**src/rtl/seq_wide_adder_ctrl.sv**
```systemverilog
// ---------------------------------------------------------------------------
// seq_wide_adder_ctrl
//
// Performs one W = N*WORDS bit addition by reusing a single N-bit ripple
// adder slice once per cycle, least-significant slice first. The carry
// between slices is held in a register, so an operation takes WORDS RUN
// cycles followed by a one-cycle DONE state.
//
// Optional build macro: SEQ_WIDE_ADDER_SUB_EN
//   When defined, adds input 'sub'. With sub=1 the block computes a - b as
//   a + ~b + 1 (b inverted at capture, carry seeded with 1, cin ignored);
//   cout=1 then means no borrow. When undefined the block only adds.
//
// Ports:
//   clk    in   1  rising-edge clock
//   rst    in   1  asynchronous active-high reset
//   start  in   1  request, sampled only in IDLE or DONE
//   a      in   W  operand A, captured on an accepted start
//   b      in   W  operand B, captured on an accepted start
//   cin    in   1  carry into slice 0, captured on an accepted start
//   sub    in   1  subtract select (only with SEQ_WIDE_ADDER_SUB_EN)
//   busy   out  1  high while the slices are being processed
//   done   out  1  one-cycle pulse, sum/cout valid in this cycle
//   sum    out  W  result register
//   cout   out  1  carry out of the top slice
// ---------------------------------------------------------------------------
module seq_wide_adder_ctrl #(
  parameter int N     = 4,
  parameter int WORDS = 4
) (
  input  logic                 clk,
  input  logic                 rst,
  input  logic                 start,
  input  logic [N*WORDS-1:0]   a,
  input  logic [N*WORDS-1:0]   b,
  input  logic                 cin,
`ifdef SEQ_WIDE_ADDER_SUB_EN
  input  logic                 sub,
`endif
  output logic                 busy,
  output logic                 done,
  output logic [N*WORDS-1:0]   sum,
  output logic                 cout
);

  localparam int W  = N * WORDS;
  localparam int KW = (WORDS > 1) ? $clog2(WORDS) : 1;

  localparam logic [1:0] ST_IDLE = 2'd0;
  localparam logic [1:0] ST_RUN  = 2'd1;
  localparam logic [1:0] ST_DONE = 2'd2;

  localparam logic [KW-1:0] K_LAST     = KW'(WORDS - 1);
  localparam logic [W-1:0]  SLICE_MASK = W'({N{1'b1}});

  logic [1:0]    state_r;
  logic [KW-1:0] k_r;
  logic [W-1:0]  a_r;
  logic [W-1:0]  b_r;
  logic          carry_r;
  logic [W-1:0]  sum_r;
  logic          cout_r;
  logic          busy_r;
  logic          done_r;

  logic [W-1:0]  b_cap_s;
  logic          carry_cap_s;
  logic [31:0]   sh_s;
  logic [N-1:0]  slice_a_s;
  logic [N-1:0]  slice_b_s;
  logic [N:0]    slice_res_s;
  logic [W-1:0]  sum_next_s;

  // Operand conditioning applied at capture time (subtract folds into b and the carry seed).
  always_comb begin
`ifdef SEQ_WIDE_ADDER_SUB_EN
    if (sub) begin
      b_cap_s     = ~b;
      carry_cap_s = 1'b1;
    end else begin
      b_cap_s     = b;
      carry_cap_s = cin;
    end
`else
    b_cap_s     = b;
    carry_cap_s = cin;
`endif
  end

  // The single shared N-bit slice adder and the merge of its result into the sum register.
  always_comb begin
    sh_s        = 32'(k_r) * 32'(N);
    slice_a_s   = N'(a_r >> sh_s);
    slice_b_s   = N'(b_r >> sh_s);
    slice_res_s = {1'b0, slice_a_s} + {1'b0, slice_b_s} + {{N{1'b0}}, carry_r};
    // Replace only the active slice position; other slices keep their value.
    sum_next_s  = (sum_r & ~(SLICE_MASK << sh_s)) | (W'(slice_res_s[N-1:0]) << sh_s);
  end

  // Sequencer state, operand capture, slice stepping and registered outputs.
  always_ff @(posedge clk or posedge rst) begin
    if (rst) begin
      state_r <= ST_IDLE;
      k_r     <= {KW{1'b0}};
      a_r     <= {W{1'b0}};
      b_r     <= {W{1'b0}};
      carry_r <= 1'b0;
      sum_r   <= {W{1'b0}};
      cout_r  <= 1'b0;
      busy_r  <= 1'b0;
      done_r  <= 1'b0;
    end else begin
      case (state_r)
        ST_IDLE, ST_DONE: begin
          done_r <= 1'b0;
          if (start) begin
            a_r     <= a;
            b_r     <= b_cap_s;
            carry_r <= carry_cap_s;
            k_r     <= {KW{1'b0}};
            sum_r   <= {W{1'b0}};
            busy_r  <= 1'b1;
            state_r <= ST_RUN;
          end else begin
            busy_r  <= 1'b0;
            state_r <= ST_IDLE;
          end
        end
        ST_RUN: begin
          sum_r   <= sum_next_s;
          carry_r <= slice_res_s[N];
          if (k_r == K_LAST) begin
            cout_r  <= slice_res_s[N];
            busy_r  <= 1'b0;
            done_r  <= 1'b1;
            state_r <= ST_DONE;
          end else begin
            k_r     <= k_r + KW'(1);
          end
        end
        default: begin
          busy_r  <= 1'b0;
          done_r  <= 1'b0;
          state_r <= ST_IDLE;
        end
      endcase
    end
  end

  assign busy = busy_r;
  assign done = done_r;
  assign sum  = sum_r;
  assign cout = cout_r;

endmodule

```
**config.mk**
```make
export PLATFORM = sky130hd
export DESIGN_NAME = seq_wide_adder_ctrl
export DESIGN_NICKNAME = d
export VERILOG_FILES = /design/src/rtl/seq_wide_adder_ctrl.sv
export SDC_FILE = /design/constraint.sdc
export NUM_CORES = 1
export LEC_CHECK = 0
export BUFFER_PORTS_ARGS = -buffer_cell sky130_fd_sc_hd__clkbuf_2
export CORE_AREA = 2 2 65 79
export CTS_CLUSTER_SIZE = 12
export DETAILED_ROUTE_END_ITERATION = 8
export DIE_AREA = 0 0 67 81
export PLACE_DENSITY = 0.88
export SETUP_SLACK_MARGIN = 0.02
export SYNTH_ARGS = -nofsm -noshare
export SYNTH_HDL_FRONTEND = slang
export SYNTH_SLANG_ARGS = --single-unit
```
**constraint.sdc**
```tcl
create_clock -name clk -period 5 [get_ports clk]
set_input_delay 1.5 -clock clk [delete_from_list [all_inputs] [get_ports clk]]
set_output_delay 1.5 -clock clk [all_outputs]
set_load 0.005 [all_outputs]
```
======== Word level (Yosys, flattened, before mapping) ========
Index checks and enable logic that the tools add are counted.
storage, ports and cells
  flip-flop bits (word level) ............. 56
  bits in latches ......................... 0
  RAM bits ................................ 0
  memory bits (read-only) ................. 0
  input port bits ......................... 36
  output and inout port bits .............. 19
  word-level logic and storage cells ...... 47
  memories kept ........................... 0
operators by class
  add/sub/neg operators ................... 3
  multiply operators ...................... 0
  divide/modulo/power cells ............... 0
  $lt $le $gt $ge ......................... 0
  eq/ne operators ......................... 6
  shift-type cells ........................ 4
  muxes and demuxes ....................... 15
  bitwise gates (word level) .............. 3
  reduce and logical (&&, ||, !) cells .... 7
operators with widths
  cell                    number
  $pmux W16 S2            1
  $shr A16 B4 Y4          2
  $and A16 B16 Y16        1
  $mux W16                1
  $not A16 Y16            1
  $or A16 B16 Y16         1
  $shl A4 B4 Y16          1
  $shl A4 B4 Y16 const A  1
  $pmux W2 S2             2
  $mux W1                 6
  $mux W2                 3
  $ne A2 B2 Y1 const B    3
  $reduce_and A2 Y1       3
  $add A4 B4 Y5           1
  $add A5 B1 Y5           1
  $eq A2 B2 Y1 const B    2
  $pmux W1 S2             2
  $reduce_and A3 Y1       1
  $add A2 B1 Y2 const B   1
  $eq A2 B1 Y1 const B    1
  $logic_not A2 Y1        1
  $reduce_bool A2 Y1      1
  $reduce_or A2 Y1        1

======== Logic depth before layout (Yosys ltp) ========
Gate-level depths: netlist (run 1).
  depth after elaboration ................. 6
  gate-level depth with buffers ........... 7
  depth with buffers taken out ............ 6

======== Worst setup path after synthesis (run 1) ========
No wires, ideal clock.
  kind .................................... reg2reg
  from .................................... reg k_r[0]
  to ...................................... reg sum_r[10] (netlist: sum[10])
  library setup time ...................... 0.121 ns
  arrival time ............................ 2.413 ns
  required time ........................... 4.879 ns
  path slack .............................. 2.466 ns
  cell stages (with the launch flop) ...... 7
  buffers on the path ..................... 1
  period minus slack after synthesis ...... 2.534 ns
  cell sequence ........................... dfrtp_1 > buf_2 > mux4_2 > fa_1 > fa_1 > xor2_1 > a22o_1
between the ends
  longest elaborated chain between the ends .. 6
  elaborated cells between the ends (all ways) .. 10
  classes of those cells .................. add/sub: 2; shift: 4; mux: 1; bitwise: 3
ends and longest elaborated chain
  item                                      RTL line  source
  from (decl)                               57        logic [KW-1:0] k_r;
  from (signal assigned)                    104       k_r <= {KW{1'b0}};
  from (signal assigned)                    120       k_r <= {KW{1'b0}};
  from (signal assigned)                    138       k_r <= k_r + KW'(1);
  $shr A16 B4 Y4, on equally long branches  93, 94
  $add A4 B4 Y5                             95        slice_res_s = {1'b0, slice_a_s} + {1'b0, slice_b_s} + {{N{1'b0}}, carry_r};
  $add A5 B1 Y5                             95
  $shl A4 B4 Y16                            97        sum_next_s = (sum_r & ~(SLICE_MASK << sh_s)) | (W'(slice_res_s[N-1:0]) << sh_s);
  $or A16 B16 Y16 *                         97
  $pmux W16 S2 *                            113       case (state_r)
  to (signal assigned)                      108       sum_r <= {W{1'b0}};
  to (signal assigned)                      121       sum_r <= {W{1'b0}};
  to (signal assigned)                      130       sum_r <= sum_next_s;
  to (decl)                                 61        logic [W-1:0] sum_r;
Mark *: on every way between the ends. The rest lies on a longest branch, timed or not.
A chain may end at the register's enable or synchronous reset.

======== Final worst setup path (run 1) ========
Same ends and word-level chain as after synthesis.

==> results.py, run 1 <==
metrics = {
    "die": {
        "initial_core_util_pct": 50.7,
        "die_area_um2": 5430,
        "core_area_um2": 4760,
        "die_x_um": 67,
        "die_y_um": 81,
        "rows": 28,
        "io_pins": 55,
    },
    "placed_design": {
        "place_inst": 269,
        "hpwl_um": 3330,
        "gp_congestion": 0.828,
        "portBuffers": 54,
    },
    "setup_path": {
        "cp.arrival_ns": 3.24,
        "start_kind": "flip-flop",
        "cp-end-kind": "flip-flop",
        "worst_ep_required_time_ns": 5.25,
        "reg2reg_depth": 5,
        "path_max_fanout": 13,
        "r2r_slack_ns": 2.01,
        "path_class": "flip-flop to flip-flop",
    },
    "outcome": {
        "outcome": "finished clean",
    },
    "drt": {
        "vias_per_cell": 5.58,
        "wl_met1_um": 1930,
        "top_layer": "met4",
        "vias": 1546,
        "drt_iter0_drc": 161,
        "drt_wl_total_um": 4620,
        "wl_per_cell_um": 16.7,
        "drt_pass1_iterations": 5,
        "postRouteAntennaNets": 0,
        "wl_met3_um": 162,
        "wl_met2_um": 2420,
        "drc": 0,
    },
    "synth": {
        "ys_async_sr_fraction_pct": 100,
        "synth_fp_nets": 206,
        "ys_ff_latch": 55,
        "netlist_top_cells_count": "55 x dfrtp_1, 32 x mux2_2, 16 x a22o_1",
        "synth-main-ff-cell": "dfrtp_1",
        "ys_seq_area_share_pct": 57.0,
        "synth_most_common_cell": "dfrtp_1",
        "syn_area_per_cell_um2": 15.0,
        "synth-edff-count": 0,
        "netlist_instances": 161,
        "ys_warn_count": 0,
        "synth_top_area_share_pct": 57.0,
        "synth_top_area_cell": "dfrtp_1",
        "synth.distinct_cells": 26,
        "synth_area_leaders": "dfrtp_1 57%, mux2_2 15%, mux4_2 7.5%",
        "synth_area_um2": 2410,
    },
    "global_route": {
        "grt_overflow": 0,
        "grt_pass1_vias": 1651,
        "antenna_found_initial": 0,
        "grt_util_all_layers_pct": 19.2,
        "grt_max_degree": 56,
        "grt_pass1_wl_um": 7520,
    },
    "clocking": {
        "clkSinkCount": 55,
        "cts_tree": "done",
        "clock_latency_ns": 0.31,
        "cts_htree_levels": 2,
        "cts_hold_buf": 0,
        "clock_path_buffers": 2,
        "post-cts-setup-buffers": 0,
        "numCtsBuffers": 5,
        "clk_pin_slew_ns": 0.09,
        "cts_root_buf": "clkbuf_8",
        "ctsResizeCount": 0,
    },
    "hold_path": {
        "worstHoldPathCells": 1,
        "hp-class": "flip-flop to flip-flop",
    },
    "power": {
        "p_leak_nw": 1.35,
        "power_density_nw_per_um2": 742,
        "peakVddDrop_v": 0.000304,
    },
    "timing": {
        "rsz0062_at_grt": "no",
        "worst_pin_slew_ns": 1.12,
        "period_share_pct": 59.9,
        "timing.setup.tns_ns": 0,
        "fin_skew_ns": 0.00701,
        "slew_viol_final": 0,
        "hold_viol_final": 0,
        "setup_viol_count_final": 0,
        "layout_min_cycle_time_ns": 2.99,
        "slew_headroom_pct": 25.5,
        "max_freq_mhz": 334,
    },
    "finish": {
        "nets": 261,
        "finalNonFillerCells": 277,
        "areaGrowthSynthToFinish_pct": 17.5,
        "diodes": 0,
        "drive_gt1_share_pct": 48.4,
    },
    "job": {
        "drv_cap": 0,
    },
}
[layer usage]
metal,global-route usage [%],vias up
met5,0,-
met4,10.6,0
met3,4.29,7
met2,33.0,46
met1,22.0,792
li1,-,701
[state kept, by name (all words and copies together) (netlist names)]
register  count
sum          16
carry_r       1
k_r           2
cout          1
a_r          16
state_r       2
b_r          16
busy          1
[stage by stage]
stage / instance area, µm² / total power, mW / setup WS [ns] / hold slack (ns) / util [%]
CTS: 2840 / 2.12 / 2.00 / 0.512 / 59.5
detailed placement: 2740 / 1.86 / 1.92 / 0.491 / 57.4
finish: 2840 / 2.11 / 2.01 / 0.505 / 59.5
floorplan: 2410 / 1.56 / 2.16 / 0.474 / -
global placement: 2740 / 1.80 / 1.97 / 0.485 / 57.4
global route: 2840 / 2.28 / 1.83 / 0.528 / 59.5
[critical path: stages (launching register included)]
cell     delay [ns]
dfrtp_1        0.82
mux4_2         0.64
fa_1           0.45
fa_1           0.42
xor2_1         0.41
a22o_1         0.21
[cells in the final DEF, fill, tap and decap left out, drive strengths merged, types with 2 or more instances in the layout]
| cell type | instances |
|---|---|
| xnor2 | 2 |
| ha | 7 |
| nor3 | 4 |
| nor2 | 5 |
| mux4 | 8 |
| a21oi | 6 |
| dfrtp | 55 |
| clkbuf | 62 |
| a22o | 16 |
| o21ai | 2 |
| fa | 2 |
| mux2 | 32 |
| a21o | 3 |
| inv | 3 |
| nand2 | 2 |
[power by group]
group	switching, mW	total (mW)	internal (mW)
clock network	0.135	0.262	0.127
registers	0.150	0.801	0.650
logic	0.508	1.04	0.535
total	0.794	2.11	1.31
[cells by family (layout without fill, tap and decap cells)]
family | count (synthesis) | in the layout | share of synthesized area [%]
DFF | 55 | 55 | 57.0
muxes | 40 | 40 | 22.4
AOI/OAI and AO/OA | 29 | 29 | 9.02
and+or+nand+nor | 16 | 16 | 3.47
adders and majority gates | 9 | 9 | 5.28
buffers and inverters | 9 | 65 | 1.76
xor gates and xnor gates | 3 | 3 | 1.09
[final timing paths]
| path | startpoint | endpoint |
|---|---|---|
| min in group asynchronous | rst | b_r[4]$_DFFE_PP0P_ |
| setup / recovery | k_r[0]$_DFFE_PP0P_ | sum[10]$_DFFE_PP0P_ |
| hold reg to reg | busy$_DFFE_PP0P_ | busy$_DFFE_PP0P_ |
| setup reg to reg | k_r[0]$_DFFE_PP0P_ | sum[10]$_DFFE_PP0P_ |
| hold / removal | busy$_DFFE_PP0P_ | busy$_DFFE_PP0P_ |
| max in group asynchronous | rst | a_r[15]$_DFFE_PP0P_ |
[final cells by class]
cell class,instances,area (µm²)
Sequential cell,55,1380
Timing Repair Buffer,54,270
Inverter,3,11.3
Multi-Input combinational cell,97,1000
Fill cell,388,1930
Clock buffer,8,100
Tap cell,60,75.1
No activity file was read; power rests on OpenSTA's default activity.
==> inputs of run 2 (changes only) <==
Settings changed: ABC_AREA set to 1, CORE_AREA 2 2 65 79 to 2 2 70 85, DIE_AREA 0 0 67 81 to 0 0 72 87, PLACE_DENSITY 0.88 to 0.85.
Clock period 5 ns to 2.62 ns, I/O delays scaled along.
==> run 2 against run 1 <==
Via count increased by 39%. Clock-buffer cell count decreased by 3. Worst hold slack got worse by 0.015 ns. Clock power increased to 2.6 times the previous value. Largest power group unchanged. Register-to-register slack got worse by 1.7 ns. Largest cell class unchanged. Core utilization decreased by 4.7 points. Sequential share of layout area decreased by 3.0 points.
==> results.py, run 2 <==
metrics = {
    "die": {
        "io_pins": 55,
        "die_x_um": 72,
        "die_area_um2": 6260,
        "initial_core_util_pct": 46.6,
        "die_y_um": 87,
        "core_area_um2": 5520,
        "rows": 30,
    },
    "placed_design": {
        "hpwl_um": 4090,
        "place_inst": 410,
        "portBuffers": 54,
        "gp_congestion": 0.915,
    },
    "setup_path": {
        "critPathMaxStageDelay_ns": 0.45,
        "r2r_slack_ns": 0.31,
        "path_class": "flip-flop to flip-flop",
        "cp.arrival_ns": 2.57,
        "setup.worst_path.start": "k_r[0]$_DFFE_PP0P_",
        "r2r_start": "k_r[0]$_DFFE_PP0P_",
        "path_max_fanout": 16,
        "path_cells": "inv_1 -> o21ai_0 -> o22ai_1 -> fa_1 -> fa_1 -> xor2_1 -> nand2_1 -> o21ai_1",
        "critical-path-slowest-cell": "fa_1",
        "crit_top_cell": "fa_1",
        "start_kind": "flip-flop",
        "worst_ep_required_time_ns": 2.87,
        "cp-end-kind": "flip-flop",
    },
    "synth": {
        "synth_most_common_cell": "nand2_1",
        "syn_area_per_cell_um2": 8.57,
        "synth_fp_nets": 345,
        "ys_async_sr_fraction_pct": 100,
        "synth_area_leaders": "dfrtp_1 54%, nand2_1 20%, o21ai_0 3.5%",
        "synth.distinct_cells": 25,
        "ys_ff_latch": 55,
        "synth_area_um2": 2570,
        "ys_warn_count": 0,
        "synth_top_area_share_pct": 53.5,
        "ys_seq_area_share_pct": 53.5,
        "netlist_instances": 300,
        "synth_top_area_cell": "dfrtp_1",
        "netlist_top_cells_count": "134 x nand2_1, 55 x dfrtp_1, 18 x o21ai_0",
        "synth-main-ff-cell": "dfrtp_1",
        "synth-edff-count": 0,
    },
    "clocking": {
        "numCtsBuffers": 5,
        "clk_pin_slew_ns": 0.11,
        "post-cts-setup-buffers": 0,
        "clock_latency_ns": 0.32,
        "cts_htree_levels": 2,
        "clkSinkCount": 55,
        "ctsResizeCount": 0,
        "cts_hold_buf": 0,
        "cts_root_buf": "clkbuf_8",
        "clock_path_buffers": 2,
        "cts_tree": "done",
    },
    "drt": {
        "postRouteAntennaNets": 0,
        "drc": 0,
        "drt_pass1_iterations": 4,
        "drt_wl_total_um": 5430,
        "drt_iter0_drc": 148,
        "wl_per_cell_um": 13.0,
        "vias_per_cell": 5.13,
        "vias": 2146,
    },
    "finish": {
        "nets": 398,
        "drive_gt1_share_pct": 22.6,
        "finalNonFillerCells": 418,
        "final_cell_mix": "134 x nand2_1, 55 x dfrtp_1, 54 x clkbuf_2",
        "seq_area_um2": 1380,
        "multi_input_area_um2": 1060,
        "diodes": 0,
        "areaGrowthSynthToFinish_pct": 17.6,
        "mostFrequentLayoutCell": "nand2_1",
        "n_fill_cell": 516,
    },
    "hold_path": {
        "min_from": "sum[9]$_DFFE_PP0P_",
        "hp-class": "flip-flop to flip-flop",
    },
    "global_route": {
        "grt_pass1_wl_um": 9650,
        "grt_pass1_vias": 2147,
        "antenna_found_initial": 0,
        "grt_util_all_layers_pct": 19.6,
        "grt_overflow": 0,
        "grt_max_degree": 43,
    },
    "timing": {
        "max_freq_mhz": 432,
        "hold_slack_ns": 0.490,
        "worst_pin_slew_ns": 0.579,
        "period_share_pct": 88.3,
        "layout_min_cycle_time_ns": 2.31,
        "hold_viol_final": 0,
        "timing.setup.tns_ns": 0,
        "fin_skew_ns": 0.0131,
        "rsz0062_at_grt": "no",
        "slew_viol_final": 0,
        "slew_headroom_pct": 61.3,
        "setup_viol_count_final": 0,
    },
    "power": {
        "p_leak_nw": 1.65,
        "power_density_nw_per_um2": 1380,
        "peakVddDrop_v": 0.000554,
    },
    "job": {
        "drv_cap": 0,
    },
    "outcome": {
        "outcome": "finished clean",
    },
}
-- run 2: final timing paths --
path | depth (start not counted) | end
hold / removal | 2 | sum[9]$_DFFE_PP0P_
setup reg to reg | 8 | sum[10]$_DFFE_PP0P_
hold reg to reg | 2 | sum[9]$_DFFE_PP0P_
setup / recovery | 8 | sum[10]$_DFFE_PP0P_
min in group asynchronous | 2 | sum[0]$_DFFE_PP0P_
max in group asynchronous | 3 | a_r[7]$_DFFE_PP0P_
-- run 2: report_power, final --
| group | internal, mW | switching [mW] |
|---|---|---|
| Combinational | 0.752 | 1.27 |
| Sequential | 1.23 | 0.240 |
| Clock | 0.388 | 0.284 |
| Total | 2.37 | 1.79 |
-- run 2: routing by layer --
metal  global-route usage [%]  vias to the layer above  part of all wire (%)
met5                        0                        -                     0
met4                     7.89                        0                   2.4
met3                     4.51                       14                   4.7
met2                     32.7                       65                    49
met1                     24.5                     1002                    44
li1                         -                     1065                     -
-- run 2: cell families (layout without fill, tap and decap cells) --
| family | count (synthesis) | after routing | share of synthesized area (%) |
|---|---|---|---|
| flip-flops | 55 | 55 | 53.5 |
| XOR/XNOR | 1 | 1 | 0.341 |
| adder cells (fa/ha/maj) | 9 | 9 | 4.96 |
| AO/OA/AOI/OAI | 43 | 43 | 9.14 |
| buffers and inverters | 25 | 79 | 5.40 |
| AND/OR/NAND/NOR | 167 | 167 | 26.7 |
-- run 2: critical path, delay by kind of cell, from the launching register on --
family	cells	cell delay [ns]
flops	1	0.38
compound gates	3	0.48
xor+xnor	1	0.21
fa+ha+maj	2	0.88
buf+inv	1	0.20
simple gates	1	0.10
-- run 2: metrics by stage --
stage	power (mW)	area, µm²	setup WS, ns	utilization [%]
2_1_floorplan	2.95	2570	0.457	-
3_3_place_gp	3.40	2880	0.448	52.3
3_5_place_dp	3.50	2880	0.324	52.3
4_1_cts	4.18	3020	0.304	54.8
5_1_grt	4.57	3020	0.0483	54.8
6_report	4.16	3020	0.306	54.8
-- run 2: final cells by class --
class | count | share of cell area (%)
flip-flops and latches | 55 | 45.5
multi-input cells | 220 | 35.0
repair buffers | 59 | 10.6
well taps | 64 | 2.65
clock inverters | 3 | 2.36
clock buffers | 5 | 2.28
inverters | 12 | 1.65
==> inputs of run 3 (changes only) <==
Settings changed: CORE_AREA 2 2 70 85 to 2 2 88 107, DIE_AREA 0 0 72 87 to 0 0 90 109, PLACE_DENSITY 0.85 to 0.61.
==> run 3 against run 2 <==
Wire length is 7.7% higher. First-iteration DRC count is 36% lower. Non-clock buffer count is 2 higher. Largest cell class unchanged. Flip-flop and latch count stayed put. Critical endpoint is now sum[14]$_DFFE_PP0P_. Clock skew is 0.0081 ns lower. Combinational power hardly changed. Total power is 5.4% lower. Clock power is 31% lower.
==> results.py, run 3 (synthesis gave the netlist of run 2 again) <==
metrics = {
    "drt": {
        "drt_iter0_drc": 94,
        "drt_pass1_iterations": 4,
        "vias": 2070,
        "vias_per_cell": 4.35,
        "drc": 0,
        "drt_wl_total_um": 5850,
        "wl_per_cell_um": 12.3,
        "postRouteAntennaNets": 0,
    },
    "finish": {
        "multi_input_area_um2": 1060,
        "final_area_um2": 3050,
        "final_cell_mix": "134 x nand2_1, 55 x dfrtp_1, 54 x clkbuf_2",
        "mostFrequentLayoutCell": "nand2_1",
        "drive_gt1_share_pct": 22.8,
        "areaGrowthSynthToFinish_pct": 18.7,
        "nets": 400,
        "finalNonFillerCells": 476,
        "seq_area_um2": 1380,
        "n_fill_cell": 983,
        "diodes": 0,
    },
    "setup_path": {
        "cp.arrival_ns": 2.47,
        "cp-end-kind": "flip-flop",
        "worst_ep_required_time_ns": 2.86,
        "path_class": "flip-flop to flip-flop",
        "start_kind": "flip-flop",
        "critPathMaxStageDelay_ns": 0.45,
        "crit_top_cell": "fa_1",
        "crit_buf_inv": 1,
        "path_max_fanout": 15,
        "path_cells": "buf_4 -> o21ai_0 -> o22ai_1 -> fa_1 -> fa_1 -> xor2_1 -> nand2_1 -> o21ai_1",
        "critical-path-slowest-cell": "fa_1",
        "cp_top_family": "adder cells",
    },
    "timing": {
        "timing.setup.tns_ns": 0,
        "slew_viol_final": 0,
        "period_share_pct": 85.1,
        "slew_headroom_pct": 60.0,
        "finalWorstSetupSlack_ns": 0.392,
        "hold_viol_final": 0,
        "rsz0062_at_grt": "no",
        "worst_pin_slew_ns": 0.599,
        "hold_slack_ns": 0.491,
        "max_freq_mhz": 449,
        "layout_min_cycle_time_ns": 2.23,
        "fin_skew_ns": 0.00503,
        "setup_viol_count_final": 0,
    },
    "job": {
        "drv_cap": 0,
    },
    "outcome": {
        "outcome": "finished clean",
    },
    "placed_design": {
        "hpwl_um": 4560,
        "gp_congestion": 0.830,
        "dp_worst_setup_slack_ns": 0.412,
        "place_area_um2": 2970,
        "place_inst": 468,
        "portBuffers": 54,
    },
    "clocking": {
        "clock_path_buffers": 2,
        "ctsResizeCount": 0,
        "clk_pin_slew_ns": 0.10,
        "clock_latency_ns": 0.31,
        "post-cts-setup-buffers": 0,
        "cts_root_buf": "clkbuf_8",
        "numCtsBuffers": 5,
        "cts_htree_levels": 2,
        "cts_hold_buf": 0,
        "cts_tree": "done",
        "clkSinkCount": 55,
    },
    "global_route": {
        "antenna_found_initial": 0,
        "grt_overflow": 0,
        "grt_pass1_vias": 2060,
        "grt_max_degree": 35,
        "grt_pass1_wl_um": 9920,
        "grt_util_all_layers_pct": 12.6,
    },
    "hold_path": {
        "hp-class": "flip-flop to flip-flop",
    },
    "power": {
        "power_density_nw_per_um2": 1290,
        "peakVddDrop_v": 0.000353,
        "p_leak_nw": 1.63,
    },
    "die": {
        "die_y_um": 109,
        "die_area_um2": 9810,
        "io_pins": 55,
        "rows": 38,
        "initial_core_util_pct": 29.1,
        "core_area_um2": 8840,
        "die_x_um": 90,
    },
}
-- run 3: final timing paths --
path | end | start | slack, ns | depth (start not counted)
worst min register to register | b_r[10]$_DFFE_PP0P_ | b_r[10]$_DFFE_PP0P_ | 0.49 | 2
min in group asynchronous | state_r[1]$_DFFE_PP0P_ | rst | 0.52 | 2
worst min-delay path | b_r[10]$_DFFE_PP0P_ | b_r[10]$_DFFE_PP0P_ | 0.49 | 2
worst max-delay path | sum[14]$_DFFE_PP0P_ | k_r[0]$_DFFE_PP0P_ | 0.39 | 8
worst max register to register | sum[14]$_DFFE_PP0P_ | k_r[0]$_DFFE_PP0P_ | 0.39 | 8
max in group asynchronous | a_r[10]$_DFFE_PP0P_ | rst | 1.55 | 3
-- run 3: power breakdown --
group | switching [mW] | total [mW] | internal (mW) | leakage, nW
logic | 1.25 | 2.01 | 0.760 | 0.898
registers | 0.237 | 1.47 | 1.23 | 0.695
clock network | 0.273 | 0.461 | 0.188 | 0.0412
total | 1.76 | 3.94 | 2.18 | 1.63
-- run 3: area by class of cell --
class	instances	area share, %
timing repair buffer	61	11.0
inverter	12	1.64
sequential	55	45.1
clock buffer	6	2.38
clock inverter	2	0.410
tap	120	4.92
multi-input combinational	220	34.6
-- run 3: per-layer routing --
metal  share of wire [%]  wire (µm)  track usage (%)  vias up
li1                    -          -                -     1065
met1                  47       2740             16.4      961
met2                  49       2850             21.3       37
met3                 3.6        209             2.90        7
met4                 1.0         59             3.63        0
met5                   0          0                0        -
-- run 3: stage by stage --
stage / util, % / power (mW)
2_1_floorplan: - / 2.95
5_1_grt: 34.5 / 4.36
4_1_cts: 34.5 / 3.98
3_3_place_gp: 33.6 / 3.47
6_report: 34.5 / 3.94
3_5_place_dp: 33.6 / 3.51
-- run 3: worst reg2reg max path, delay by kind of cell, from the launching register on --
kind	cells	cell delay, ns
fa+ha+maj	2	0.86
compound gates	3	0.41
flops	1	0.40
xor+xnor	1	0.20
buf+inv	1	0.19
simple gates	1	0.10
